$ cat src/rtl/mem_pkg.sv
// Shared definitions for the data-memory access sequencer.
// Contents:
//   state_t     - sequencer states (idle, waiting on memory, done pulse)
//   BE_*        - the legal byte-enable patterns from the byte-enable stage
//   be_legal()  - true when a byte-enable pattern is one the sequencer serves
package mem_pkg;

    typedef enum logic [1:0] {
        StIdle = 2'd0,
        StWait = 2'd1,
        StDone = 2'd2
    } state_t;

    localparam logic [3:0] BE_B0 = 4'b0001;
    localparam logic [3:0] BE_B1 = 4'b0010;
    localparam logic [3:0] BE_B2 = 4'b0100;
    localparam logic [3:0] BE_B3 = 4'b1000;
    localparam logic [3:0] BE_H0 = 4'b0011;
    localparam logic [3:0] BE_H1 = 4'b1100;
    localparam logic [3:0] BE_W  = 4'b1111;

    function automatic logic be_legal(input logic [3:0] be);
        logic ok;
        case (be)
            BE_B0, BE_B1, BE_B2, BE_B3, BE_H0, BE_H1, BE_W: ok = 1'b1;
            default:                                         ok = 1'b0;
        endcase
        return ok;
    endfunction

endpackage

$ cat src/rtl/load_align.sv
// Load data extraction: picks the byte/half selected by the byte enables out of
// the memory word, right-aligns it and sign- or zero-extends it to 32 bits.
// Ports:
//   mem_rdata - raw word from data memory
//   be        - byte enables of the access (one of the legal patterns)
//   sign_ext  - 1 = sign-extend the selected field, 0 = zero-extend
//   result    - aligned, extended load value (word loads pass through)
module load_align
    import mem_pkg::*;
(
    input  logic [31:0] mem_rdata,
    input  logic [3:0]  be,
    input  logic        sign_ext,
    output logic [31:0] result
);

    always_comb begin
        result = mem_rdata;
        case (be)
            BE_B0: result = {{24{sign_ext & mem_rdata[7]}},  mem_rdata[7:0]};
            BE_B1: result = {{24{sign_ext & mem_rdata[15]}}, mem_rdata[15:8]};
            BE_B2: result = {{24{sign_ext & mem_rdata[23]}}, mem_rdata[23:16]};
            BE_B3: result = {{24{sign_ext & mem_rdata[31]}}, mem_rdata[31:24]};
            BE_H0: result = {{16{sign_ext & mem_rdata[15]}}, mem_rdata[15:0]};
            BE_H1: result = {{16{sign_ext & mem_rdata[31]}}, mem_rdata[31:16]};
            default: result = mem_rdata;
        endcase
    end

endmodule

$ cat src/rtl/mem_access_ctrl.sv
// Multicycle data-memory access sequencer. Latches one access request, drives
// the word-wide memory over a req/ack handshake (with a bounded wait), steers
// store data onto byte lanes and returns a registered, extended load result
// alongside a one-cycle done pulse.
// Ports:
//   clk, rst          - clock (rising edge), asynchronous active-high reset
//   start             - access request, honoured only while idle
//   we, be, addr      - store flag, byte enables, byte address of the access
//   wdata             - unshifted store data
//   mem_read_signed   - sign-extend (1) or zero-extend (0) loads
//   busy, done, err   - sequencer status; err is valid with done
//   rdata             - last completed load result
//   mem_req .. mem_wdata - memory request side; mem_we qualified by mem_req
//   mem_ack, mem_rdata   - memory completion and read word (same cycle)
module mem_access_ctrl
    import mem_pkg::*;
#(
    parameter int unsigned ADDR_W  = 12,
    parameter int unsigned TIMEOUT = 15
) (
    input  logic              clk,
    input  logic              rst,
    input  logic              start,
    input  logic              we,
    input  logic [3:0]        be,
    input  logic [ADDR_W-1:0] addr,
    input  logic [31:0]       wdata,
    input  logic              mem_read_signed,
    output logic              busy,
    output logic              done,
    output logic              err,
    output logic [31:0]       rdata,
    output logic              mem_req,
    output logic              mem_we,
    output logic [3:0]        mem_be,
    output logic [ADDR_W-3:0] mem_addr,
    output logic [31:0]       mem_wdata,
    input  logic              mem_ack,
    input  logic [31:0]       mem_rdata
);

    // Counter only has to reach TIMEOUT-1: the final no-ack cycle aborts.
    localparam int unsigned CNT_W = (TIMEOUT > 1) ? $clog2(TIMEOUT) : 1;
    localparam logic [CNT_W-1:0] CNT_LAST = CNT_W'(TIMEOUT - 1);

    state_t             state_q, state_d;
    logic [CNT_W-1:0]   cnt_q, cnt_d;
    logic               err_q, err_d;
    logic               we_q;
    logic [3:0]         be_q;
    logic [ADDR_W-3:0]  addr_q;
    logic [31:0]        wdata_q;
    logic               sign_q;
    logic [31:0]        rdata_q;
    logic               latch;
    logic               capture;
    logic [31:0]        wdata_steered;
    logic [31:0]        load_word;

    // Low address bits are informational; the byte enables select lanes.
    logic unused_addr_lsb;
    assign unused_addr_lsb = ^addr[1:0];

    // Store steering: replicate the byte/half so whichever lane is enabled sees it.
    always_comb begin
        wdata_steered = wdata;
        case (be)
            BE_B0, BE_B1, BE_B2, BE_B3: wdata_steered = {4{wdata[7:0]}};
            BE_H0, BE_H1:               wdata_steered = {2{wdata[15:0]}};
            default:                    wdata_steered = wdata;
        endcase
    end

    load_align u_load_align (
        .mem_rdata (mem_rdata),
        .be        (be_q),
        .sign_ext  (sign_q),
        .result    (load_word)
    );

    always_comb begin
        state_d = state_q;
        cnt_d   = cnt_q;
        err_d   = err_q;
        latch   = 1'b0;
        capture = 1'b0;
        case (state_q)
            StIdle: begin
                if (start) begin
                    latch = 1'b1;
                    cnt_d = '0;
                    if (be_legal(be)) begin
                        state_d = StWait;
                        err_d   = 1'b0;
                    end else begin
                        // Illegal pattern: report straight away, never touch memory.
                        state_d = StDone;
                        err_d   = 1'b1;
                    end
                end
            end
            StWait: begin
                if (mem_ack) begin
                    // Ack beats a coincident timeout.
                    state_d = StDone;
                    err_d   = 1'b0;
                    capture = ~we_q;
                end else if (cnt_q == CNT_LAST) begin
                    state_d = StDone;
                    err_d   = 1'b1;
                end else begin
                    cnt_d = cnt_q + CNT_W'(1);
                end
            end
            StDone: begin
                state_d = StIdle;
            end
            default: begin
                state_d = StIdle;
            end
        endcase
    end

    always_ff @(posedge clk or posedge rst) begin
        if (rst) begin
            state_q <= StIdle;
            cnt_q   <= '0;
            err_q   <= 1'b0;
            we_q    <= 1'b0;
            be_q    <= '0;
            addr_q  <= '0;
            wdata_q <= '0;
            sign_q  <= 1'b0;
            rdata_q <= '0;
        end else begin
            state_q <= state_d;
            cnt_q   <= cnt_d;
            err_q   <= err_d;
            if (latch) begin
                we_q    <= we;
                be_q    <= be;
                addr_q  <= addr[ADDR_W-1:2];
                wdata_q <= wdata_steered;
                sign_q  <= mem_read_signed;
            end
            if (capture) begin
                rdata_q <= load_word;
            end
        end
    end

    // Status and request strobes decode straight from state so that an
    // asynchronous reset drops them without waiting for a clock edge.
    assign busy      = (state_q != StIdle);
    assign done      = (state_q == StDone);
    assign err       = done & err_q;
    assign mem_req   = (state_q == StWait);
    assign mem_we    = mem_req & we_q;
    assign mem_be    = be_q;
    assign mem_addr  = addr_q;
    assign mem_wdata = wdata_q;
    assign rdata     = rdata_q;

endmodule

$ cat config.mk
export PLATFORM = sky130hd
export DESIGN_NAME = mem_access_ctrl
export DESIGN_NICKNAME = d
export VERILOG_FILES = /design/src/rtl/mem_pkg.sv /design/src/rtl/load_align.sv /design/src/rtl/mem_access_ctrl.sv
export SDC_FILE = /design/constraint.sdc
export NUM_CORES = 1
export LEC_CHECK = 0
export ABC_AREA = 1
export CAP_MARGIN = 10
export CORE_MARGIN = 4
export CORE_UTILIZATION = 46
export DETAILED_ROUTE_END_ITERATION = 8
export PLACE_DENSITY = 0.81
export SLEW_MARGIN = 20
export SYNTH_ARGS = -nofsm -noshare
export SYNTH_HDL_FRONTEND = slang
export SYNTH_SLANG_ARGS = --single-unit
$ cat constraint.sdc
create_clock -name clk -period 2.95 [get_ports clk]
set_clock_uncertainty 0.1 [all_clocks]
set_input_delay 0.295 -clock clk [delete_from_list [all_inputs] [get_ports clk]]
set_output_delay 0.295 -clock clk [all_outputs]
set_load 0.02 [all_outputs]
=== After elaboration in Yosys (flattened, before gate mapping) ===
Cells that the tools add are included.

* Bits in read-only memories: 0
* RAM bits: 0
* Word-level logic and storage cells: 69
* Latch bits: 0
* Register bits: 87
* Output and inout port bits: 83
* Memories kept: 0
* Input port bits: 86

* Muxes and demuxes: 23
* Divide/modulo/power cells: 0
* Reductions and logical operators: 9
* Shift operators: 0
* Magnitude comparators: 0
* Equal/unequal tests: 20
* Multiply operators: 0
* Add/sub/neg operators: 1
* Bitwise logic cells: 7

{| class="wikitable"
|+ Operators with widths
! kind !! count
|-
| one-hot mux 32 bit (6 select lines) || 1
|-
| one-hot mux 32 bit (2 select lines) || 1
|-
| == test 4 bit (second input constant) || 6
|-
| == test 4 x 2 -> 1 bit (second input constant) || 4
|-
| 2-to-1 mux 4 bit || 3
|-
| 2-to-1 mux 1 bit || 11
|-
| == test 4 x 1 -> 1 bit (second input constant) || 2
|-
| == test 4 x 3 -> 1 bit (second input constant) || 2
|-
| 2-to-1 mux 2 bit || 4
|-
| one-hot mux 4 bit (2 select lines) || 1
|-
| OR reduction 7 bit || 1
|-
| AND 1 bit || 6
|-
| != test 2 bit (second input constant) || 3
|-
| adder 4 x 1 -> 4 bit (second input constant) || 1
|-
| one-hot mux 2 bit (2 select lines) || 1
|-
| AND reduction 4 bit || 1
|-
| nonzero test 2 bit || 2
|-
| OR reduction 4 bit || 1
|-
| != test 3 x 1 -> 1 bit (second input constant) || 1
|-
| AND reduction 3 bit || 1
|-
| == test 2 x 1 -> 1 bit (second input constant) || 1
|-
| == test 2 bit (second input constant) || 1
|-
| zero test 2 bit || 1
|-
| one-hot mux 1 bit (2 select lines) || 1
|-
| other kinds (3) || 3
|}

=== Depth between registers and ports, before layout ===
Gate-level depths: netlist of the first run.

* Depth in word-level cells: 8
* Mapped depth: 11
* Gate-level depth less buffers: 10

=== Cells and area by module ===
From an unflattened synthesis of the first run, not the netlist that was laid out.

* Cells, all modules: 603
* Area, all modules: 4,842.1 um^2

{| class="wikitable"
|+ By module, submodules not included
! module !! cells each !! area each (um^2) !! times used !! sequential area each (um^2)
|-
| mem_access_ctrl || 409 || 3,930.0 || 1 || 2,177.1
|-
| load_align || 194 || 912.1 || 1 || 0.0
|}

=== Worst setup path after synthesis of the first run ===
No wires, ideal clock.

* Kind: register to register
* From: register be_q[2] (netlist: mem_be[2])
* To: register rdata_q[16] (netlist: rdata[16])
* Period minus slack after synthesis: 1,621 ps
* Setup slack: 1,329 ps
* Cell stages (with the launch flop): 11
* Arrival time: 1,408 ps
* Library setup time: 113 ps
* Required time: 2,737 ps
* Path buffers: 2
* Cell sequence: dfrtp_1 > nor2_1 > buf_6 > nand2_4 > buf_4 > nand3_1 > nand2_1 > inv_1 > nand3_2 > nand2_1 > inv_1

* Longest elaborated chain between the ends: 2

{| class="wikitable"
|+ Ends and longest elaborated chain
! element !! line !! RTL
|-
| start: declaration || mem_access_ctrl.sv:50 || <nowiki>logic [3:0] be_q;</nowiki>
|-
| start signal: assignment || mem_access_ctrl.sv:130 || <nowiki>be_q <= '0;</nowiki>
|-
| start signal: assignment || mem_access_ctrl.sv:141 || <nowiki>be_q <= be;</nowiki>
|-
| == test 4 bit (tied with other cells) || load_align.sv:19 || <nowiki>case (be)</nowiki>
|-
| one-hot mux 32 bit (6 select lines) * || load_align.sv:19 ||
|-
| end signal: assignment || mem_access_ctrl.sv:147 || <nowiki>rdata_q <= load_word;</nowiki>
|-
| end: declaration || mem_access_ctrl.sv:54 || <nowiki>logic [31:0] rdata_q;</nowiki>
|}

Mark *: on every way between the ends. The rest lies on a longest branch, timed or not.
A chain may end at the register's enable or synchronous reset.

=== Worst setup path in the final report of the first run ===
* From: register state_q[1]
* To: output mem_we

* Longest elaborated chain between the ends: 2

{| class="wikitable"
|+ Ends and longest elaborated chain
! element !! line !! RTL
|-
| start: declaration || mem_access_ctrl.sv:46 || <nowiki>state_t state_q, state_d;</nowiki>
|-
| start signal: assignment || mem_access_ctrl.sv:126 || <nowiki>state_q <= StIdle;</nowiki>
|-
| start signal: assignment || mem_access_ctrl.sv:136 || <nowiki>state_q <= state_d;</nowiki>
|-
| == test 2 x 1 -> 1 bit || mem_access_ctrl.sv:157 || <nowiki>assign mem_req = (state_q == StWait);</nowiki>
|-
| AND 1 bit || mem_access_ctrl.sv:158 || <nowiki>assign mem_we = mem_req & we_q;</nowiki>
|-
| end: declaration || mem_access_ctrl.sv:34 || <nowiki>output logic mem_we,</nowiki>
|}

No other way between the ends.

==> impl_metrics.tcl, run 1 <==
set metrics [dict create \
    status "completed" \
    fill_cells 923 \
    initial_core_util_pct 48.0 \
    clockPowerShare_pct 11.7 \
    synthXorXnorAreaFrac_pct 0.174 \
    max_freq_mhz 460 \
    synth_cells 706 \
    holdBufCountCts 0 \
    min_period_over_period_pct 73.8 \
    critPathCaptureType "output pin" \
    cts_max_path_buffers 2 \
    clock-sinks 87 \
    slew_viol_final 0 \
    worst_setup_path_start_kind "flip-flop" \
    cp_top_family "buffers and inverters" \
    layoutNonFillerInstCount 1001 \
    die_w_um 113 \
    path_clk_slew_ps 90 \
    drc_errors 0 \
    synth.yosys.warnings 0 \
    avgSynthCellArea_um2 7.15 \
    port-buffer-count 166 \
    power.switching_mw 3.11 \
    tightest_slew_ps 784 \
    diodes 0 \
    synth_top_family_by_area "simple AND/OR/NAND/NOR gates" \
    path_max_fanout 5 \
    routed_wl_mm 14.7 \
    cp_num_buf_inv 2 \
    p_int_mw 3.80 \
    pwr-share-seq_pct 30.7 \
    leakagePower_nw 3.55 \
    wl_per_cell_um 14.7 \
    crit_required_ps 2560 \
    final_common_cell "nand2_1" \
    synthDistinctLibCells 32 \
    reg2reg_depth 8 \
    synth_seq_cells 87 \
    fp.dieH_um 113 \
    grt_max_degree 51 \
    syn_to_final_growth_pct 37.6 \
    syn-cell-area_um2 5050 \
    antenna_found_initial 0 \
    layout.nets 948 \
    hold-worst-slack_ps 218 \
    drt-vias-per-instance 5.10 \
    finalCriticalPeriod_ps 2180 \
    gp_congestion 0.909 \
    crit_chain "inv_2 > nand2_1 > nor2_1 > clkdlybuf4s50_1" \
    ctsResizeCount 0 \
    synth_fa_ha_area_share_pct 0.496 \
    vias 5105 \
    total_power_mw 6.91 \
    maxCapViolCount 0 \
    setup_tns_ps 0 \
    crit_arrival_ps 1780 \
    cp.depth 4 \
    finalSetupViolations 0 \
    cts_made_buffers 9 \
    power_density_nw_per_um2 995 \
    post_cts_buffers 0 \
    utilization_pct 66.1 \
    dieArea_um2 12700 \
    io_pins 169 \
    pwr-share-comb_pct 57.6 \
    grt_use_total_pct 23.2 \
    placedCellCount 985 \
    h-tree-depth 3 \
    cts_tree "yes" \
    slowest_stage "clkdlybuf4s50_1" \
    cts_root_buffer "clkbuf_8" \
    synth_compound_area_share_pct 1.93 \
    p_sw_share_pct 45.0 \
    detail-route-antenna-nets 0 \
    regArea_um2 2180 \
    syn_nets 794 \
    synth-simple-area-share_pct 44.3 \
    vdd_drop_max_uv 541 \
    grt_overflow 0 \
    row_count 37 \
    ys_seq_area_share_pct 43.1 \
    path_class "reg2out" \
    relSlewSlack_pct 47.7 \
    multiInputGateArea_um2 2370 \
    grt_pass1_wl_mm 24.2 \
    hpwl_mm 10.8 \
    drt_iter0_drc 229 \
    rsz0062_at_grt "no" \
    final_layout_size_suffix_gt1_share_pct 9.25 \
    hold_violations 0 \
    drt_pre_antenna_iters 4 \
    critPathMaxStageDelay_ps 630 \
    floorplan.core_area_um2 10500 \
    muxShareOfSynthArea_pct 0 \
    final_cell_mix "nand2_1, clkdlybuf4s50_1, nand3_1" \
    worst_skew_pair.late_latency_ps 370 \
    hold_path_class "in2async" \
    grt_pass1_vias 5171 \
]
path summary, 6_finish.rpt:
path	start	endpoint	slack [ps]
max	state_q[1]	mem_we	770
min	rst	mem_addr[1]	220
max reg2reg	mem_be[0]	rdata[13]	820
min reg2reg	mem_wdata[16]	mem_wdata[16]	390
max in group asynchronous	rst	mem_wdata[18]	1830
min in group clk	addr[9]	mem_addr[7]	360
per-layer routing:
| layer | vias up | track usage [%] | part of all wire, % |
|---|---|---|---|
| met3 | 28 | 7.86 | 9.3 |
| met2 | 210 | 38.5 | 48 |
| met5 | - | 0 | 0 |
| met4 | 0 | 8.89 | 2.1 |
| li1 | 2493 | - | - |
| met1 | 2374 | 28.0 | 40 |
worst register-to-register path, stage by stage, from the launching register on:
cell and delay, ps:
dfrtp_1 500, nor2_4 430, nand2_2 320, nand2_2 180, inv_1 150, nand2_1 100
nand3_1 100, nand2_1 100, nand2_1 50
area by class of cell:
| type | instances | share of cell area, % |
|---|---|---|
| Sequential cell | 87 | 31.4 |
| Clock inverter | 4 | 0.414 |
| Inverter | 87 | 4.74 |
| Timing Repair Buffer | 171 | 24.6 |
| Clock buffer | 12 | 2.23 |
| Multi-Input combinational cell | 504 | 34.2 |
| Tap cell | 136 | 2.45 |
cells by family after synthesis:
family,after synthesis
AO/OA/AOI/OAI,19
AND/OR/NAND/NOR,482
adder cells (fa/ha/maj),2
XOR/XNOR,1
flip-flops,87
buffers and inverters,115
per-stage QoR:
| step | instance area [um2] | setup WS [ps] |
|---|---|---|
| 5_1_grt | 6940 | 661 |
| 3_5_place_dp | 6760 | 582 |
| 4_1_cts | 6940 | 762 |
| 2_1_floorplan | 5050 | 305 |
| 6_report | 6940 | 774 |
| 3_3_place_gp | 6760 | 705 |
power by group through the flow:
| stage | clock network (mW) | registers (mW) | logic [mW] |
|---|---|---|---|
| finish | 0.809 | 2.12 | 3.98 |
| global placement | 0 | 2.11 | 3.88 |
| CTS | 0.814 | 2.12 | 4.00 |
| global route | 0.867 | 2.20 | 4.35 |
| detailed placement | 0 | 2.14 | 3.98 |
| floorplan | 0 | 2.73 | 1.76 |
cells in the mapped netlist, drive strengths merged:
cell type | count | area (um2)
nand2 | 261 | 1010
nand3 | 129 | 711
dfrtp | 87 | 2180
inv | 79 | 297
nor2 | 45 | 203
buf | 26 | 168
or2 | 24 | 150
o21ai | 15 | 75.1
nand3b | 9 | 67.6
clkinv | 8 | 31.3
nor2b | 8 | 50.1
a21oi | 3 | 15.0
and3 | 2 | 12.5
clkbuf | 2 | 7.51
ha | 2 | 25.0
nor3 | 2 | 15.0
nand4 | 1 | 6.26
nor3b | 1 | 7.51
o211ai | 1 | 7.51
xor2 | 1 | 8.76
flip-flops by register name, indices dropped and copies added (netlist names):
name       cells
mem_wdata     32
rdata         32
mem_addr      10
cnt_q          4
mem_be         4
state_q        2
err_q          1
sign_q         1
we_q           1
(Power assumes the default switching activity.)
==> inputs of run 2 (changes only) <==
--- a/config.mk
+++ b/config.mk
@@ -8,9 +8,9 @@
 export ABC_AREA = 1
 export CAP_MARGIN = 10
 export CORE_MARGIN = 4
-export CORE_UTILIZATION = 46
+export CORE_UTILIZATION = 42
 export DETAILED_ROUTE_END_ITERATION = 8
-export PLACE_DENSITY = 0.81
+export PLACE_DENSITY = 0.77
 export SLEW_MARGIN = 20
 export SYNTH_ARGS = -nofsm -noshare
 export SYNTH_HDL_FRONTEND = slang
==> constraint.sdc (replaced) <==
create_clock -name clk -period 1.79 [get_ports clk]
set_clock_uncertainty 0.1 [all_clocks]
set_input_delay 0.179 -clock clk [delete_from_list [all_inputs] [get_ports clk]]
set_output_delay 0.179 -clock clk [all_outputs]
set_load 0.02 [all_outputs]
==> impl_metrics.tcl, run 2 (synthesized netlist as in run 1, its figures left out) <==
set metrics [dict create \
    vias 5092 \
    ff2ff_setup_slack_ps 150 \
    grt_pass1_wl_mm 23.6 \
    drt-vias-per-instance 4.91 \
    worstReg2RegEnd "rdata[9]" \
    drc_errors 0 \
    grt_use_total_pct 20.8 \
    die_w_um 118 \
    finalSetupViolations 0 \
    port-buffer-count 166 \
    floorplan.core_area_um2 11600 \
    path_max_fanout 5 \
    layoutNonFillerInstCount 1038 \
    status "completed" \
    critPathCaptureType "output pin" \
    initial_core_util_pct 43.6 \
    row_count 39 \
    path_class "reg2out" \
    leakagePower_nw 3.80 \
    stdcell_area_um2 7400 \
    drt_pre_antenna_iters 5 \
    grt_overflow 0 \
    final_common_cell "nand2_1" \
    crit_arrival_ps 1450 \
    crit_required_ps 1510 \
    dieArea_um2 13800 \
    wl_per_cell_um 14.0 \
    worst_skew_pair.late_latency_ps 350 \
    clock-sinks 87 \
    max_freq_mhz 577 \
    syn_to_final_growth_pct 46.7 \
    power_density_nw_per_um2 1650 \
    placedCellCount 1019 \
    antenna_found_initial 0 \
    fin_ws_ps 56.5 \
    vdd_drop_max_uv 1130 \
    cts_made_buffers 9 \
    grt_max_degree 88 \
    drt_iter0_drc 265 \
    h-tree-depth 3 \
    cts_tree "yes" \
    layout.nets 978 \
    detail-route-antenna-nets 0 \
    maxCapViolCount 0 \
    tightest_slew_ps 473 \
    io_pins 169 \
    routed_wl_mm 14.5 \
    hold_violations 0 \
    reg2reg_depth 9 \
    relSlewSlack_pct 68.4 \
    holdBufCountCts 0 \
    cts_max_path_buffers 2 \
    fp.dieH_um 118 \
    final_layout_size_suffix_gt1_share_pct 12.8 \
    hold-worst-slack_ps 217 \
    hold_path_class "in2async" \
    diodes 0 \
    fill_cells 989 \
    cts_root_buffer "clkbuf_16" \
    slew_viol_final 0 \
    worst_setup_path_start_kind "flip-flop" \
    min_period_over_period_pct 96.8 \
    rr_startpoint "mem_be[2]" \
    gp_congestion 0.902 \
    finalCriticalPeriod_ps 1730 \
    hpwl_mm 10.8 \
    post-place-ws_ps 9.18 \
    grt_pass1_vias 4824 \
    postPlaceCellArea_um2 7070 \
    final_cell_mix "nand2_1, clkdlybuf4s50_1, nand3_1" \
    path_clk_slew_ps 70 \
    crit_start "mem_be[3]" \
]
[run 2: area by class of cell]
| class | count | area, um2 | share of cell area [%] |
|---|---|---|---|
| Sequential cell | 87 | 2180 | 29.4 |
| Clock buffer | 11 | 243 | 3.28 |
| Inverter | 87 | 338 | 4.56 |
| Timing Repair Buffer | 201 | 2040 | 27.6 |
| Clock inverter | 5 | 41.3 | 0.558 |
| Tap cell | 143 | 179 | 2.42 |
| Multi-Input combinational cell | 504 | 2380 | 32.1 |
[run 2: metal layers]
metal,track usage [%],wire length [um],vias up
met2,33.8,6810,178
met4,7.55,303,0
met5,0,0,-
met3,6.87,1220,22
li1,-,-,2558
met1,25.8,6150,2334
[run 2: worst max path at each step]
stage               cells past startpoint            end
floorplan                              10      rdata[16]
global placement                       10  mem_wdata[22]
detailed placement                     10  mem_wdata[21]
CTS                                     2      mem_be[2]
global route                            9  mem_wdata[14]
finish                                  2      mem_be[3]
[run 2: where the power goes]
part,switching (mW),leakage (nW),internal (mW)
Sequential,0.576,1.05,2.90
Combinational,3.84,2.62,3.07
Clock,0.830,0.132,0.990
Total,5.25,3.80,6.96
[run 2: worst max-delay path, cell delays in order (launching register included)]
cell,delay [ps]
dfrtp_1,360
buf_4,140
clkdlybuf4s50_1,620
[run 2: stage by stage]
stage	TNS (ps)	power (mW)	util [%]
after floorplan	0	7.40	-
after global placement	0	10.3	61.2
after detailed placement	0	10.4	61.2
after CTS	0	12.2	63.6
after global routing	-11.5	13.1	64.0
final	0	12.2	64.0
[run 2: timing repair]
action	4_1_cts	5_1_grt
hold endpoints to repair	0	0
buffers inserted	0	3
resized for setup	7	11
pin swaps	0	1
endpoints found under the setup margin	7	27
==> inputs of run 3 (changes only) <==
--- a/config.mk
+++ b/config.mk
@@ -8,9 +8,9 @@
 export ABC_AREA = 1
 export CAP_MARGIN = 10
 export CORE_MARGIN = 4
-export CORE_UTILIZATION = 42
+export CORE_UTILIZATION = 46
 export DETAILED_ROUTE_END_ITERATION = 8
-export PLACE_DENSITY = 0.77
+export PLACE_DENSITY = 0.81
 export SLEW_MARGIN = 20
 export SYNTH_ARGS = -nofsm -noshare
 export SYNTH_HDL_FRONTEND = slang
==> constraint.sdc (replaced) <==
create_clock -name clk -period 1.75 [get_ports clk]
set_clock_uncertainty 0.1 [all_clocks]
set_input_delay 0.175 -clock clk [delete_from_list [all_inputs] [get_ports clk]]
set_output_delay 0.175 -clock clk [all_outputs]
set_load 0.02 [all_outputs]
==> impl_metrics.tcl, run 3 (synthesized netlist as in run 1, its figures left out) <==
set metrics [dict create \
    status "completed" \
    cts_max_path_buffers 2 \
    gp_congestion 0.924 \
    cts_made_buffers 9 \
    path_class "reg2out" \
    cts_tree "yes" \
    cp_top_family "buffers and inverters" \
    fp.dieH_um 113 \
    min_period_over_period_pct 95.3 \
    reg2reg_depth 10 \
    port-buffer-count 166 \
    vdd_drop_max_uv 996 \
    detail-route-antenna-nets 0 \
    cts_root_buffer "clkbuf_8" \
    cp.depth 3 \
    drt-vias-per-instance 5.19 \
    clock-sinks 87 \
    dieArea_um2 12700 \
    crit_chain "inv_1 > nor2_1 > clkdlybuf4s15_1" \
    diodes 0 \
    routed_wl_mm 15.5 \
    leakagePower_nw 3.81 \
    slowest_stage "dfrtp_1" \
    ff2ff_setup_slack_ps 110 \
    path_clk_slew_ps 90 \
    crit_path_end "mem_req" \
    critPathCaptureType "output pin" \
    final_common_cell "nand2_1" \
    grt_pass1_vias 5282 \
    crit_arrival_ps 1390 \
    syn_to_final_growth_pct 47.1 \
    drc_errors 0 \
    worstReg2RegEnd "rdata[16]" \
    layoutNonFillerInstCount 1039 \
    grt_use_total_pct 24.3 \
    worst_skew_pair.late_latency_ps 370 \
    io_pins 169 \
    die_w_um 113 \
    crit_required_ps 1470 \
    maxCapViolCount 0 \
    hold_violations 0 \
    worst_setup_path_start_kind "flip-flop" \
    crit_start "state_q[0]" \
    max_freq_mhz 599 \
    wl_per_cell_um 14.9 \
    hpwl_mm 11.5 \
    floorplan.core_area_um2 10500 \
    power_density_nw_per_um2 1670 \
    final_layout_size_suffix_gt1_share_pct 13.7 \
    row_count 37 \
    grt_pass1_wl_mm 25.3 \
    final_cell_mix "nand2_1, clkdlybuf4s50_1, nand3_1" \
    finalCriticalPeriod_ps 1670 \
    grt_max_degree 48 \
    tightest_slew_ps 500 \
    hold_path_class "in2async" \
    finalSetupViolations 0 \
    h-tree-depth 3 \
    placedCellCount 1017 \
    cp_num_buf_inv 2 \
    antenna_found_initial 0 \
    rr_startpoint "mem_be[3]" \
    vias 5396 \
    drt_iter0_drc 337 \
    initial_core_util_pct 48.0 \
    utilization_pct 70.7 \
    slew_viol_final 0 \
    path_max_fanout 3 \
    layout.nets 986 \
    relSlewSlack_pct 66.6 \
    critPathMaxStageDelay_ps 380 \
    grt_overflow 0 \
    drt_pre_antenna_iters 5 \
]
[run 3: stage by stage]
stage,setup TNS [ps],instance area (um2),setup slack [ps],total power [mW],hold slack [ps]
after floorplan,0,5050,129,7.57,185
after global placement,-6.51,7130,-6.51,10.5,362
after detailed placement,-675,7130,-51.5,10.6,359
after CTS,0,7330,2.02,12.2,85.6
after global routing,-67.9,7420,-15.7,13.3,101
final,0,7420,81.9,12.4,82.7
[run 3: cell type report]
cell class / count / area, um2
fill: 851 / 3080
multi-input combinational: 505 / 2400
sequential: 87 / 2180
timing repair buffer: 208 / 2120
inverter: 87 / 340
tap: 136 / 170
clock buffer: 11 / 131
clock inverter: 5 / 81.3
[run 3: worst min path at each step]
stage | cells after the start | to
global route | 2 | mem_be[3]
CTS | 2 | mem_wdata[9]
floorplan | 2 | mem_addr[0]
detailed placement | 2 | err_q
finish | 2 | mem_be[3]
global placement | 2 | mem_addr[7]
[run 3: per-layer routing]
metal	up-vias	global-route usage (%)	routed length (um)
li1	2576	-	-
met1	2521	29.6	5970
met2	269	41.2	7710
met3	30	6.63	1490
met4	0	9.46	359
met5	-	0	0
[run 3: repair_timing]
item,CTS,global route
hold buffers,0,0
pin swaps,0,3
gates cloned,0,1
setup buffers,0,5
endpoints found under the setup margin,9,72
gates resized for setup,10,14
[run 3: power by group]
group	leakage, nW	total (mW)	switching (mW)	internal (mW)
clock	0.104	1.57	0.764	0.809
combinational	2.65	7.24	4.04	3.20
sequential	1.05	3.58	0.619	2.96
